## src/rtl/bus_src_mux.sv

```systemverilog
// Registered one-hot source selector for the CPU internal data bus, with sticky
// illegal-select fault and transfer counter. Optional: BUS_SRC_MUX_ZDRIVE_EN (tristate result_o).
module bus_src_mux #(
  parameter int WIDTH = 8,
  parameter int NSRC  = 5,
  parameter int CNT_W = 8
) (
  input  logic                  clk_i,
  input  logic                  rst_i,
  input  logic [NSRC*WIDTH-1:0] src_i,
  input  logic [NSRC-1:0]       sel_i,
  input  logic                  sel_valid_i,
  input  logic                  err_clr_i,
  output logic [WIDTH-1:0]      result_o,
  output logic                  bus_valid_o,
  output logic                  err_o,
  output logic [NSRC-1:0]       err_sel_o,
  output logic [NSRC-1:0]       last_sel_o,
  output logic [CNT_W-1:0]      xfer_cnt_o
);

  typedef enum logic [1:0] {
    S_IDLE  = 2'd0,
    S_DRIVE = 2'd1,
    S_FAULT = 2'd2
  } state_e;

  state_e           state_q, state_d;
  logic [WIDTH-1:0] result_q, result_d;
  logic             valid_q, valid_d;
  logic [NSRC-1:0]  err_sel_q, err_sel_d;
  logic [NSRC-1:0]  last_sel_q, last_sel_d;
  logic [CNT_W-1:0] cnt_q, cnt_d;

  logic [WIDTH-1:0] sel_data;
  logic             sel_onehot;
  logic             legal_req;

  // Select bit j and slot bits [j*WIDTH +: WIDTH] line up, so slot 0 (MSB) is bit NSRC-1.
  always_comb begin
    sel_data = '0;
    for (int j = 0; j < NSRC; j++) begin
      if (sel_i[j]) sel_data = sel_data | src_i[j*WIDTH +: WIDTH];
    end
  end

  assign sel_onehot = (sel_i != '0) && ((sel_i & (sel_i - NSRC'(1))) == '0);
  assign legal_req  = sel_valid_i && sel_onehot;

  always_comb begin
    state_d    = state_q;
    result_d   = result_q;
    valid_d    = 1'b0;
    err_sel_d  = err_sel_q;
    last_sel_d = last_sel_q;
    cnt_d      = cnt_q;
    case (state_q)
      S_IDLE, S_DRIVE: begin
        if (legal_req) begin
          state_d    = S_DRIVE;
          result_d   = sel_data;
          valid_d    = 1'b1;
          last_sel_d = sel_i;
          cnt_d      = cnt_q + CNT_W'(1);
        end else if (sel_valid_i) begin
          state_d   = S_FAULT;
          err_sel_d = sel_i;
        end else begin
          state_d = S_IDLE;
        end
      end
      S_FAULT: begin
        // Requests are dropped while faulted, including the one alongside the clear.
        if (err_clr_i) begin
          state_d   = S_IDLE;
          err_sel_d = '0;
        end
      end
      default: begin
        state_d = S_IDLE;
      end
    endcase
  end

  always_ff @(posedge clk_i) begin
    if (rst_i) begin
      state_q    <= S_IDLE;
      result_q   <= '0;
      valid_q    <= 1'b0;
      err_sel_q  <= '0;
      last_sel_q <= '0;
      cnt_q      <= '0;
    end else begin
      state_q    <= state_d;
      result_q   <= result_d;
      valid_q    <= valid_d;
      err_sel_q  <= err_sel_d;
      last_sel_q <= last_sel_d;
      cnt_q      <= cnt_d;
    end
  end

`ifdef BUS_SRC_MUX_ZDRIVE_EN
  // Shared wired bus: release the lines whenever no fresh transfer is presented.
  assign result_o = valid_q ? result_q : {WIDTH{1'bz}};
`else
  assign result_o = result_q;
`endif

  assign bus_valid_o = valid_q;
  assign err_o       = (state_q == S_FAULT);
  assign err_sel_o   = err_sel_q;
  assign last_sel_o  = last_sel_q;
  assign xfer_cnt_o  = cnt_q;

endmodule

```

## config.mk

```make
export PLATFORM = sky130hd
export DESIGN_NAME = bus_src_mux
export DESIGN_NICKNAME = d
export VERILOG_FILES = /design/src/rtl/bus_src_mux.sv
export SDC_FILE = /design/constraint.sdc
export NUM_CORES = 1
export LEC_CHECK = 0
export BUFFER_PORTS_ARGS = -buffer_cell sky130_fd_sc_hd__buf_2
export CAP_MARGIN = 20
export CORE_ASPECT_RATIO = 1.4
export CORE_MARGIN = 3
export CORE_UTILIZATION = 45
export CTS_CLUSTER_DIAMETER = 100
export DETAILED_ROUTE_END_ITERATION = 8
export GPL_TIMING_DRIVEN = 0
export MAX_ROUTING_LAYER = met4
export PLACE_DENSITY = 0.79
export REMOVE_ABC_BUFFERS = 1
export SLEW_MARGIN = 10
export SYNTH_ARGS = -nofsm -noshare
export SYNTH_HDL_FRONTEND = slang
export SYNTH_SLANG_ARGS = --single-unit
export TNS_END_PERCENT = 30
```

## constraint.sdc

```tcl
create_clock -name clk_i -period 1.7 [get_ports clk_i]
set_input_delay 0.17 -clock clk_i [delete_from_list [all_inputs] [get_ports clk_i]]
set_output_delay 0.17 -clock clk_i [all_outputs]
set_load 0.02 [all_outputs]
```

==> Word-level counts from Yosys, hierarchy flattened <==
Cells that the tools add are included.
{ "classes": {"n_addsub": 2, "eq_ne": 5, "muxes": 14, "bitwise_logic": 6, "reduce_logical": 10} }
{ "op_table": {"columns": ["operator", "n"], "rows": [
  ["2-to-1 mux 8 bit", 5],
  ["bitwise OR 8 bit", 4],
  ["2-to-1 mux 5 bit", 3],
  ["one-hot mux 5 bit (2 select lines)", 1],
  ["adder 8 x 1 -> 8 bit, second input constant", 1],
  ["2-to-1 mux 2 bit", 3],
  ["inequality test 2 bit, second input constant", 3],
  ["AND 5 bit", 1],
  ["zero test 5 bit", 1],
  ["nonzero test 5 bit", 1],
  ["subtractor 5 x 1 -> 5 bit, second input constant", 1],
  ["one-hot mux 2 bit (2 select lines)", 1],
  ["AND reduction 4 bit", 1],
  ["OR reduction 2 bit", 2],
  ["== test 2 x 1 -> 1 bit, second input constant", 1],
  ["== test 2 bit, second input constant", 1],
  ["logical AND 1 bit", 2],
  ["zero test 2 bit", 1],
  ["AND reduction 2 bit", 1],
  ["nonzero test 2 bit", 1],
  ["2-to-1 mux 1 bit", 1],
  ["NOT 1 bit", 1]
]} }
{ "totals": {"reg_bits": 29, "inputBits": 49, "out_inout_bits": 28} }

==> Longest topological paths before layout <==
Gate-level depths: netlist of run 1.
{ "depth": {"word_depth": 9, "depth_mapped": 6, "mapped_depth_nobuf": 4} }

==> Least setup slack after synthesis of run 1 <==
Ideal clock, no wire load.
{ "synth_timing": {"path_kind": "register to register", "from": "register state_q[1]", "to": "register cnt_q[0] (netlist: xfer_cnt_o[0])", "setup_ns": 0.121, "t_arrival_ns": 1.331, "required_ns": 1.579, "path_slack_ns": 0.248, "path_stages_with_launch": 5, "path_buffers": 1, "period_less_slack_ns": 1.452, "cell_sequence": "dfxtp_1 > nor2b_1 > buf_1 > a21boi_2 > mux2_2"} }
{ "synth_between": {"elab_chain_cells": 3, "elab_cells_between_ends": 4, "cone_classes": "eq/ne (1); reduce/logical (3)"} }
{ "synth_lines": {"columns": ["element", "line_no", "rtl"], "rows": [
  ["start, declared", "28", "state_e state_q, state_d;"],
  ["start signal, assigned", "94", "state_q <= state_d;"],
  ["== test 2 x 1 -> 1 bit or zero test 2 bit (tied branches)", "57", "case (state_q)"],
  ["OR reduction 2 bit *", "57", null],
  ["AND reduction 2 bit (no source line) *", null, null],
  ["end signal, assigned", "99", "cnt_q <= cnt_d;"],
  ["end, declared", "33", "logic [CNT_W-1:0] cnt_q, cnt_d;"]
]} }
Every way passes the cells marked *; elsewhere a longest branch is shown, timed or not.
A chain may end at the register's enable or synchronous reset.

==> Final worst setup path of run 1 <==
{ "layout_timing": {"from": "input sel_i[3]", "to": "register result_q[7] (netlist: result_o[7])"} }
{ "layout_between": {"elab_chain_cells": 6, "elab_cells_between_ends": 10, "cone_classes": "add/sub (1); mux (2); bitwise (2); reduce/logical (5)"} }
{ "layout_lines": {"columns": ["element", "line_no", "rtl"], "rows": [
  ["start, declared", "11", "input logic [NSRC-1:0] sel_i,"],
  ["subtractor 5 x 1 -> 5 bit", "47", "assign sel_onehot = (sel_i != '0) && ((sel_i & (sel_i - NSRC'(1))) == '0);"],
  ["AND 5 bit", "47", null],
  ["zero test 5 bit", "47", null],
  ["logical AND 1 bit", "47", null],
  ["logical AND 1 bit", "48", "assign legal_req = sel_valid_i && sel_onehot;"],
  ["AND reduction 2 bit (no source line)", null, null],
  ["end signal, assigned", "95", "result_q <= result_d;"],
  ["end, declared", "29", "logic [WIDTH-1:0] result_q, result_d;"]
]} }
Several ways; a longest one is shown, not always the timed one.

==> results of run 1 <==
[worst min path at each step]
stage,startpoint,endpoint,depth (start not counted)
finish,err_clr_i,state_q[1],3
CTS,err_clr_i,state_q[1],3
global route,err_clr_i,state_q[1],3
detailed placement,last_sel_o[2],last_sel_o[2],2
global placement,last_sel_o[2],last_sel_o[2],2
floorplan,rst_i,state_q[1],1
[state kept, by name, summed over array words and instances, names as in the netlist]
| register | flops |
|---|---|
| err_sel_o | 5 |
| result_o | 8 |
| last_sel_o | 5 |
| state_q | 2 |
| bus_valid_o | 1 |
| xfer_cnt_o | 8 |
[final cells by class]
class,instances,area [um^2]
Clock buffer,6,72.6
Clock inverter,2,10.0
Fill cell,293,1200
Inverter,1,3.75
Multi-Input combinational cell,126,918
Sequential cell,29,581
Tap cell,39,48.8
Timing Repair Buffer,76,380
[layer usage]
layer  share of wire (%)  GRT usage [%]  routed length, um  vias to the layer above
met3                  10           5.93                394                        5
li1                    -              -                  -                      753
met4                 1.4           6.33                 53                        0
met1                  39           21.7               1490                      684
met5                   0              -                  0                        -
met2                  49           33.4               1870                       79
[synthesized netlist by cell type, drive strengths merged]
| master | count |
|---|---|
| nor4bb | 1 |
| nand2 | 19 |
| xor2 | 1 |
| a31o | 1 |
| nand4 | 4 |
| ha | 1 |
| nand2b | 2 |
| a22oi | 9 |
| nor3b | 1 |
| and2b | 1 |
| nor3 | 2 |
| clkinv | 1 |
| dfxtp | 29 |
| a211oi | 3 |
| o21ai | 1 |
| a21oi | 13 |
| clkbuf | 7 |
| a222oi | 8 |
| nor2b | 18 |
| nor2 | 11 |
| buf | 4 |
| a21boi | 1 |
| mux2i | 10 |
| nand3 | 3 |
| a21bo | 1 |
| mux2 | 15 |
[what timing repair did]
item	4_1_cts	5_1_grt
setup endpoints to repair	1	0
gates resized for setup	1	0
hold buffers	0	0
[logic make-up after synthesis]
| group | synth area share, % |
|---|---|
| xor gates and xnor gates | 0.560 |
| AOI/OAI and AO/OA | 18.2 |
| buffers and inverters | 4.40 |
| muxes | 18.6 |
| DFF | 37.1 |
| and+or+nand+nor | 20.3 |
| adders and majority gates | 0.799 |
[critical path, stage by stage]
cell and delay [ps]:
buf_2 190, xor2_1 190, a22oi_2 440, a21bo_4 350, mux2_2 360
[metrics by stage]
| step | worst slack (ps) | instances | TNS (ps) | hold WS [ps] | util (%) |
|---|---|---|---|---|---|
| 4_1_cts | 167 | 279 | 0 | 178 | 62.7 |
| 3_5_place_dp | -128 | 271 | -828 | 450 | 60.0 |
| 6_report | 155 | 279 | 0 | 183 | 62.7 |
| 2_1_floorplan | 210 | 156 | 0 | 239 | - |
| 3_3_place_gp | -123 | 271 | -751 | 441 | 60.0 |
| 5_1_grt | 93.8 | 279 | 0 | 210 | 62.7 |
[power by group through the flow]
| stage | Clock [mW] | Sequential [mW] | Combinational, mW |
|---|---|---|---|
| 2_1_floorplan | 0 | 0.755 | 0.117 |
| 3_3_place_gp | 0 | 0.730 | 0.268 |
| 3_5_place_dp | 0 | 0.730 | 0.271 |
| 4_1_cts | 0.550 | 0.716 | 0.272 |
| 5_1_grt | 0.588 | 0.718 | 0.299 |
| 6_report | 0.535 | 0.716 | 0.271 |
==> qor.csv, run 1 <==
metric;value;unit
run status;finished, final reports clean;
routed vias/inst;5.45;
reg-to-reg slack, setup;190;ps
effective utilization at floorplan;48.7;%
Switching Share;27.2;%
RSZ-0062 raised after global routing;no;
overall overflow remaining after global route;0;
global routing usage summed across all routing layers;19.4;%
Max-Slew Margin vs Limit;56.5;%
Power Total;1.52;mW
total vias in the final route;1521;
endpoint kind of the worst setup timing path;flip-flop;
sequential share of power;47.1;%
largest cells by area after synthesis;dfxtp_1 (37%), nor2b_1 (7.2%), mux2_2 (6.5%), mux2i_1 (6.4%), mux2_4 (5.8%);
clock transition at the registers of the reported paths;60;ps
sort of element at the start of the critical path;input port;
mapped cell area;0.00157;mm^2
share of power burned in the clock network;35.2;%
required time worst endpoint;1870;ps
internal cell power;1.11;mW
share of final-layout standard cells stronger than drive strength 1;43.8;%
pin count of the biggest net entering global routing;39;
ratio of final minimum period to clock period;90.9;%
H-tree depth reported by CTS;2;
Setup Fix Bufs, Post-CTS;0;
area of all placed cells without fillers;0.00201;mm^2
buffer levels on the longest clock path;2;
Boundary Pins;77;
# diodes;0;
setup-violating endpoint count in the final report;0;
final setup skew;6.82;ps
clock period minus worst slack;1540;ps
DIE WIDTH;55.8;um
CTS sink count;29;
drc violations;0;
count of pins over their slew limit;0;
area of the die;0.00423;mm^2
capturing instance or port of the critical path;result_o[7];
timing-limited maximum frequency;0.647;GHz
combinational share of power;17.8;%
worst reg-to-reg path cell count;3;
Critical Path Fanout Max;13;
TritonRoute pass-1 iters;5;
launch instance of the worst register-to-register path;state_q[1];
Reg2Reg Capture Point;xfer_cnt_o[0];
HPWL after detailed placement;2810;um
maxcap violations;0;
number of DRC violations after detailed-routing iteration 0;56;
area fraction of the dominant cell type after synthesis;37.1;%
Worst Max-Slew Pin Slew;653;ps
Peak VDD IR;0.000652;V
via count of the first global-routing pass;1437;
synthesized instance count;167;
Cell Pwr Density;755;mW/mm^2
total clock buffers created by CTS;5;
Floorplan Core Area;0.00321;mm^2
first-pass GRT wire length;6280;um
post-synthesis cell type with the largest combined area;dfxtp_1;
most common cell after layout, fill and taps aside;buf_2;
proportion of synthesized chip area in sequential cells;37.1;%
arrival time worst endpoint;1710;ps
layout-stage area growth over the synthesis result;28.7;%
final layout net count;289;
P_leak;0.983;nW
count of antenna-violating nets left after detailed routing;0;
switching power summed over all nets;414;uW
TritonCTS clock tree;built;
detailed-route wire length;3810;um
Ys Warns;0;
count of unique library cells instantiated by Yosys;31;
final hold vios;0;
post-synthesis register bit count;29;
drt wl/cell;13.7;um
worst setup path category;input port to flip-flop;
most frequent cells in the layout;buf_2 (76), dfxtp_1 (29), nand2_1 (19), nor2b_1 (17), a21oi_1 (13);
antenna violations before repair;0;
buffer type at the clock tree root;clkbuf_8;
source-to-sink clock delay at the later pin of the worst-skew pair;280;ps
crit path launch;sel_i[3];
count of buffers from port buffering;76;
placed inst area;0.00193;mm^2
row cnt;24;
Die Y-Extent;75.8;um
Final GP Congestion;0.751;
worst hold-check path type;input port to flip-flop;
Mean Syn Cell Area;9.37;um^2
Note: power is estimated with default switching activity, not from simulation.
==> run 2, diff against run 1 <==
--- a/config.mk
+++ b/config.mk
@@ -20,4 +20,3 @@
 export SYNTH_ARGS = -nofsm -noshare
 export SYNTH_HDL_FRONTEND = slang
 export SYNTH_SLANG_ARGS = --single-unit
-export TNS_END_PERCENT = 30
==> constraint.sdc (replaced) <==
create_clock -name clk_i -period 1.7 [get_ports clk_i]
set_input_delay 0.51 -clock clk_i [delete_from_list [all_inputs] [get_ports clk_i]]
set_output_delay 0.51 -clock clk_i [all_outputs]
set_load 0.02 [all_outputs]
==> run 2 against run 1 <==
Sequential share of layout area down 2.3 points. Die area unchanged. Power up 3.1%. Worst hold slack better by 270 ps. Critical path type unchanged. Fmax shrank 7.5%. Via count rose by 6.6%. Global-route usage increased by 2.1 points. Critical path depth grew 1. Combinational power increased by 15%. Design area grew 8.8%. Clock power is 0.9% higher. Clock skew about the same.
==> qor.csv, run 2 (synthesis gave the netlist of run 1 again) <==
metric;value;unit;change
count of buffers from port buffering;76;;unchanged
routed vias/inst;5.59;;was 5.45
Worst Max-Slew Pin Slew;455;ps;was 653 ps
post-placement cell count;271;;unchanged
TritonRoute pass-1 iters;4;;was 5
Peak VDD IR;0.000665;V;was 0.000652 V
DR top layer;met4;;unchanged
area of the die;0.00423;mm^2;unchanged
row cnt;24;;unchanged
DIE WIDTH;55.8;um;unchanged
TritonCTS clock tree;built;;unchanged
Post-Layout Cell Count;290;;was 279
via count of the first global-routing pass;1532;;was 1437
clock transition at the registers of the reported paths;60;ps;about the same
library cell appearing most often on the critical path;buf_4;;
Final GP Congestion;0.751;;unchanged
required time worst endpoint;1870;ps;about the same
total clock buffers created by CTS;5;;unchanged
setup-violating endpoint count in the final report;0;;unchanged
worst setup path category;input port to flip-flop;;unchanged
overall overflow remaining after global route;0;;unchanged
layout-stage area growth over the synthesis result;40.0;%;was 28.7%
final setup skew;7.21;ps;was 6.82 ps
CTS sink count;29;;unchanged
detailed-route wire length;4300;um;was 3810 um
endpoint kind of the worst setup timing path;flip-flop;;unchanged
arrival time worst endpoint;1840;ps;was 1710 ps
switching power summed over all nets;438;uW;was 414 uW
worst hold-check path type;flip-flop to flip-flop;;was input port to flip-flop
placed inst area;0.00193;mm^2;unchanged
buffer type at the clock tree root;clkbuf_8;;unchanged
kind of cell adding the most delay to the critical path;buffers and inverters;;was compound AO/OA/AOI/OAI gates
# diodes;0;;unchanged
Critical Path Fanout Max;13;;unchanged
Power Total;1.57;mW;was 1.52 mW
Die Y-Extent;75.8;um;unchanged
H-tree depth reported by CTS;2;;unchanged
drc violations;0;;unchanged
RSZ-0062 raised after global routing;yes;;was no
sequential share of power;45.7;%;was 47.1%
Layout fillers;253;;was 293
share of final-layout standard cells stronger than drive strength 1;49.0;%;was 43.8%
cells along the critical path;buf_4 > nor3b_4 > a22oi_2 > buf_4 > a21oi_1 > mux2_2;;was buf_2 > xor2_1 > a22oi_2 > a21bo_4 > mux2_2
wl on met1;1670;um;was 1490 um
length of routed met2 wiring;2200;um;was 1870 um
most common cell after layout, fill and taps aside;buf_2;;unchanged
source-to-sink clock delay at the later pin of the worst-skew pair;280;ps;about the same
buffer levels on the longest clock path;2;;unchanged
Buffers & Inverters on Critical Path;2;;was 1
internal cell power;1.13;mW;was 1.11 mW
timing-limited maximum frequency;0.599;GHz;was 0.647 GHz
Cell Pwr Density;715;mW/mm^2;was 755 mW/mm^2
Boundary Pins;77;;unchanged
sequential cell area;581;um^2;unchanged
antenna violations before repair;0;;unchanged
CP max stage delay;350;ps;was 440 ps
P_leak;1.05;nW;was 0.983 nW
multi-input combinational cell area;0.00101;mm^2;was 918 um^2
count of pins over their slew limit;0;;unchanged
global routing usage summed across all routing layers;21.5;%;was 19.4%
met3 routed WL;375;um;was 394 um
final layout net count;300;;was 289
total vias in the final route;1622;;was 1521
Floorplan Core Area;0.00321;mm^2;unchanged
clock period minus worst slack;1670;ps;was 1540 ps
Final TNS setup;0;ps;unchanged
Max-Slew Margin vs Limit;69.5;%;was 56.5%
run status;finished, final reports clean;;unchanged
sort of element at the start of the critical path;input port;;unchanged
cell with the biggest individual delay on the critical path;mux2_2;;was a22oi_2
most frequent cells in the layout;buf_2 (70), dfxtp_1 (29), nand2_1 (19), nor2b_1 (16), a21oi_1 (12);;was buf_2 (76), dfxtp_1 (29), nand2_1 (19), nor2b_1 (17), a21oi_1 (13)
effective utilization at floorplan;48.7;%;unchanged
pin count of the biggest net entering global routing;39;;unchanged
area of all placed cells without fillers;0.00219;mm^2;was 0.00201 mm^2
HPWL after detailed placement;2810;um;unchanged
count of antenna-violating nets left after detailed routing;0;;unchanged
number of DRC violations after detailed-routing iteration 0;64;;was 56
combinational share of power;19.9;%;was 17.8%
maxcap violations;0;;unchanged
final hold vios;0;;unchanged
share of power burned in the clock network;34.4;%;was 35.2%
first-pass GRT wire length;6920;um;was 6280 um
Switching Share;27.9;%;was 27.2%
ratio of final minimum period to clock period;98.3;%;was 90.9%
drt wl/cell;14.8;um;was 13.7 um
==> run 2: changes by cell type in the layout (fill, tap and decap cells not counted), moves of 2 or more <==
cell and delta:
buf_2 -6, buf_4 +10, buf_6 +2, clkbuf_4 +3, nor3_1 -2
==> run 2: area by class of cell <==
type / count / area share, %
multi-input combinational: 128 / 45.9
clock buffer: 6 / 3.31
clock inverter: 2 / 0.457
tap: 39 / 2.23
inverter: 1 / 0.171
sequential: 29 / 26.5
timing repair buffer: 85 / 21.5
==> run 2: routing by layer <==
layer / vias to the layer above / global-route usage (%)
li1: 781 / -
met1: 750 / 24.3
met2: 86 / 37.2
met3: 5 / 6.27
met4: 0 / 6.60
met5: - / -
==> run 2: timing repair <==
action | 4_1_cts | 5_1_grt
buffers inserted | 6 | 3
gates resized for setup | 10 | 12
cloned | 2 | 0
setup endpoints to repair | 12 | 28
pin swaps | 3 | 2
hold buffers | 0 | 0
==> run 2: tightest hold or removal path, delay by kind of cell (launching register included) <==
family	cells	cell delay, ps
muxes	1	50
and+or+nand+nor	1	50
DFF	1	310
==> run 2: final timing paths <==
path | startpoint | to | slack, ps | depth (start not counted)
max | sel_i[4] | xfer_cnt_o[3] | 30 | 6
min | err_sel_o[3] | err_sel_o[3] | 460 | 2
max reg2reg | state_q[1] | xfer_cnt_o[7] | 160 | 4
min reg2reg | err_sel_o[3] | err_sel_o[3] | 460 | 2
==> run 2: power by group through the flow <==
stage / Sequential (mW) / Combinational [mW] / Clock [mW]
after CTS: 0.716 / 0.296 / 0.550
after detailed placement: 0.730 / 0.271 / 0
final: 0.716 / 0.313 / 0.540
after global routing: 0.718 / 0.341 / 0.589
after floorplan: 0.755 / 0.117 / 0
after global placement: 0.730 / 0.268 / 0
==> run 2: through the flow <==
stage	hold WS [ps]	worst slack, ps	utilization [%]
final	456	29.4	68.2
after detailed placement	450	-468	60.0
after global placement	441	-463	60.0
after global routing	473	-26.8	68.2
after CTS	459	-3.15	66.2
after floorplan	533	-60.9	-
==> run 3, diff against run 2 <==
--- a/config.mk
+++ b/config.mk
@@ -12,7 +12,6 @@
 export CORE_UTILIZATION = 45
 export CTS_CLUSTER_DIAMETER = 100
 export DETAILED_ROUTE_END_ITERATION = 8
-export GPL_TIMING_DRIVEN = 0
 export MAX_ROUTING_LAYER = met4
 export PLACE_DENSITY = 0.79
 export REMOVE_ABC_BUFFERS = 1
==> run 3 against run 2 <==
Core utilization down 1.3 points. Critical path depth down 1. Design area down 1.9%. Largest cell class unchanged.
==> qor.csv, run 3 (synthesis gave the netlist of run 1 again) <==
metric;value;unit;change
run status;finished, final reports clean;;unchanged
effective utilization at floorplan;48.7;%;unchanged
P_leak;1.06;nW;was 1.05 nW
post-placement cell count;286;;was 271
pin count of the biggest net entering global routing;15;;was 39
most frequent cells in the layout;buf_2 (76), dfxtp_1 (29), nand2_1 (19), nor2b_1 (17), buf_4 (15);;was buf_2 (70), dfxtp_1 (29), nand2_1 (19), nor2b_1 (16), a21oi_1 (12)
TritonRoute pass-1 iters;4;;unchanged
sort of element at the start of the critical path;input port;;unchanged
layout-stage area growth over the synthesis result;37.4;%;was 40.0%
Floorplan Core Area;0.00321;mm^2;unchanged
final layout net count;304;;was 300
combinational share of power;18.2;%;was 19.9%
Global Route met1 Usage;23.6;%;was 24.3%
CTS sink count;29;;unchanged
Power Total;1.64;mW;was 1.57 mW
Post-Layout Cell Count;294;;was 290
Cell Pwr Density;765;mW/mm^2;was 715 mW/mm^2
Die Y-Extent;75.8;um;unchanged
count of buffers from port buffering;76;;unchanged
count of antenna-violating nets left after detailed routing;0;;unchanged
sequential share of power;43.5;%;was 45.7%
Layout fillers;274;;was 253
RSZ-0062 raised after global routing;no;;was yes
Worst Setup Slack, final;95.7;ps;was 29.4 ps
total clock buffers created by CTS;5;;unchanged
first-pass GRT wire length;6850;um;was 6920 um
via count of the first global-routing pass;1502;;was 1532
# diodes;0;;unchanged
total vias in the final route;1595;;was 1622
detailed-route wire length;4190;um;was 4300 um
met2 demand-to-capacity share in global routing;37.6;%;was 37.2%
clock transition at the registers of the reported paths;60;ps;about the same
TritonCTS clock tree;built;;unchanged
share of final-layout standard cells stronger than drive strength 1;47.8;%;was 49.0%
Peak VDD IR;0.000613;V;was 0.000665 V
routed vias/inst;5.43;;was 5.59
worst setup path category;input port to flip-flop;;unchanged
cell with the biggest individual delay on the critical path;mux2_2;;unchanged
worst reg-to-reg path cell count;4;;unchanged
global routing usage summed across all routing layers;21.8;%;was 21.5%
worst hold-check path type;flip-flop to flip-flop;;unchanged
antenna violations before repair;0;;unchanged
Boundary Pins;77;;unchanged
number of stages on the worst hold path;2;;unchanged
CP max stage delay;350;ps;about the same
buffer type at the clock tree root;clkbuf_8;;unchanged
area of the die;0.00423;mm^2;unchanged
source-to-sink clock delay at the later pin of the worst-skew pair;290;ps;was 280 ps
clock period minus worst slack;1600;ps;was 1670 ps
Switching Share;26.4;%;was 27.9%
overall overflow remaining after global route;0;;unchanged
endpoint kind of the worst setup timing path;flip-flop;;unchanged
ratio of final minimum period to clock period;94.4;%;was 98.3%
DIE WIDTH;55.8;um;unchanged
count of pins over their slew limit;0;;unchanged
required time worst endpoint;1880;ps;was 1870 ps
dpl ws;-216;ps;was -468 ps
timing-limited maximum frequency;0.623;GHz;was 0.599 GHz
arrival time worst endpoint;1780;ps;was 1840 ps
Max-Slew Margin vs Limit;75.7;%;was 69.5%
Final GP Congestion;0.809;;was 0.751
final hold vios;0;;unchanged
drt wl/cell;14.2;um;was 14.8 um
share of power burned in the clock network;38.3;%;was 34.4%
Gates resized, CTS repair;0;;was 10
final setup skew;6.20;ps;was 7.21 ps
busiest metal layer after global routing;met2;;unchanged
cells along the critical path;buf_2 > xor2_1 > a22oi_2 > a21bo_4 > mux2_2;;was buf_4 > nor3b_4 > a22oi_2 > buf_4 > a21oi_1 > mux2_2
Setup Fix Bufs, Post-CTS;0;;was 6
Worst Max-Slew Pin Slew;364;ps;was 455 ps
H-tree depth reported by CTS;2;;unchanged
buffer levels on the longest clock path;2;;unchanged
row cnt;24;;unchanged
met3 routing resource usage after global routing;6.27;%;unchanged
setup-violating endpoint count in the final report;0;;unchanged
drc violations;0;;unchanged
number of DRC violations after detailed-routing iteration 0;85;;was 64
switching power summed over all nets;434;uW;was 438 uW
internal cell power;1.21;mW;was 1.13 mW
most common cell after layout, fill and taps aside;buf_2;;unchanged
Critical Path Fanout Max;10;;was 13
reg-to-reg slack, setup;290;ps;was 160 ps
cts-stage hold buffer count;0;;unchanged
maxcap violations;0;;unchanged
HPWL after detailed placement;3180;um;was 2810 um
-- run 3: changes by cell type in the layout (fill, tap and decap cells not counted), sizes merged --
cell / delta
a21bo: -1
clkinv: -1
a22oi: -1
clkbuf: -2
buf: +9
-- run 3: power by group through the flow --
stage                     combinational, mW  sequential (mW)  clock (mW)
final                                 0.299            0.716       0.630
after global routing                  0.330            0.718       0.678
after CTS                             0.298            0.716       0.647
after detailed placement              0.297            0.730           0
after global placement                0.292            0.730           0
after floorplan                       0.117            0.755           0
-- run 3: cell type report --
cell class                 count  area, um^2  area share [%]
timing repair buffer          91         493            22.9
tap                           39        48.8            2.27
multi-input combinational    126         923            42.9
clock buffer                   7        96.3            4.48
clock inverter                 1        5.00           0.233
inverter                       1        3.75           0.175
sequential                    29         581            27.0
-- run 3: worst max-delay path: cells and delay by family --
kind	cells	cell delay [ps]
buf+inv	1	130
mux	1	350
xor+xnor	1	170
compound gates	2	620
-- run 3: worst paths after layout --
kind | endpoint | start
max | result_o[2] | sel_i[3]
max reg2reg | xfer_cnt_o[6] | xfer_cnt_o[1]
min | err_sel_o[3] | err_sel_o[3]
min reg2reg | err_sel_o[3] | err_sel_o[3]
-- run 3: per-stage QoR --
| stage | TNS, ps | area (um^2) | utilization [%] | hold slack (ps) |
|---|---|---|---|---|
| 3_3_place_gp | -3110 | 2040 | 63.6 | 441 |
| 2_1_floorplan | -305 | 1500 | - | 533 |
| 6_report | 0 | 2150 | 66.9 | 455 |
| 5_1_grt | 0 | 2150 | 66.9 | 482 |
| 4_1_cts | 0 | 2140 | 66.7 | 458 |
| 3_5_place_dp | -4220 | 2040 | 63.6 | 449 |
-- run 3: per-layer routing --
metal	routed length [um]	vias to the layer above
met5	0	-
met4	83	0
met3	384	6
met2	2050	81
met1	1670	727
li1	-	781
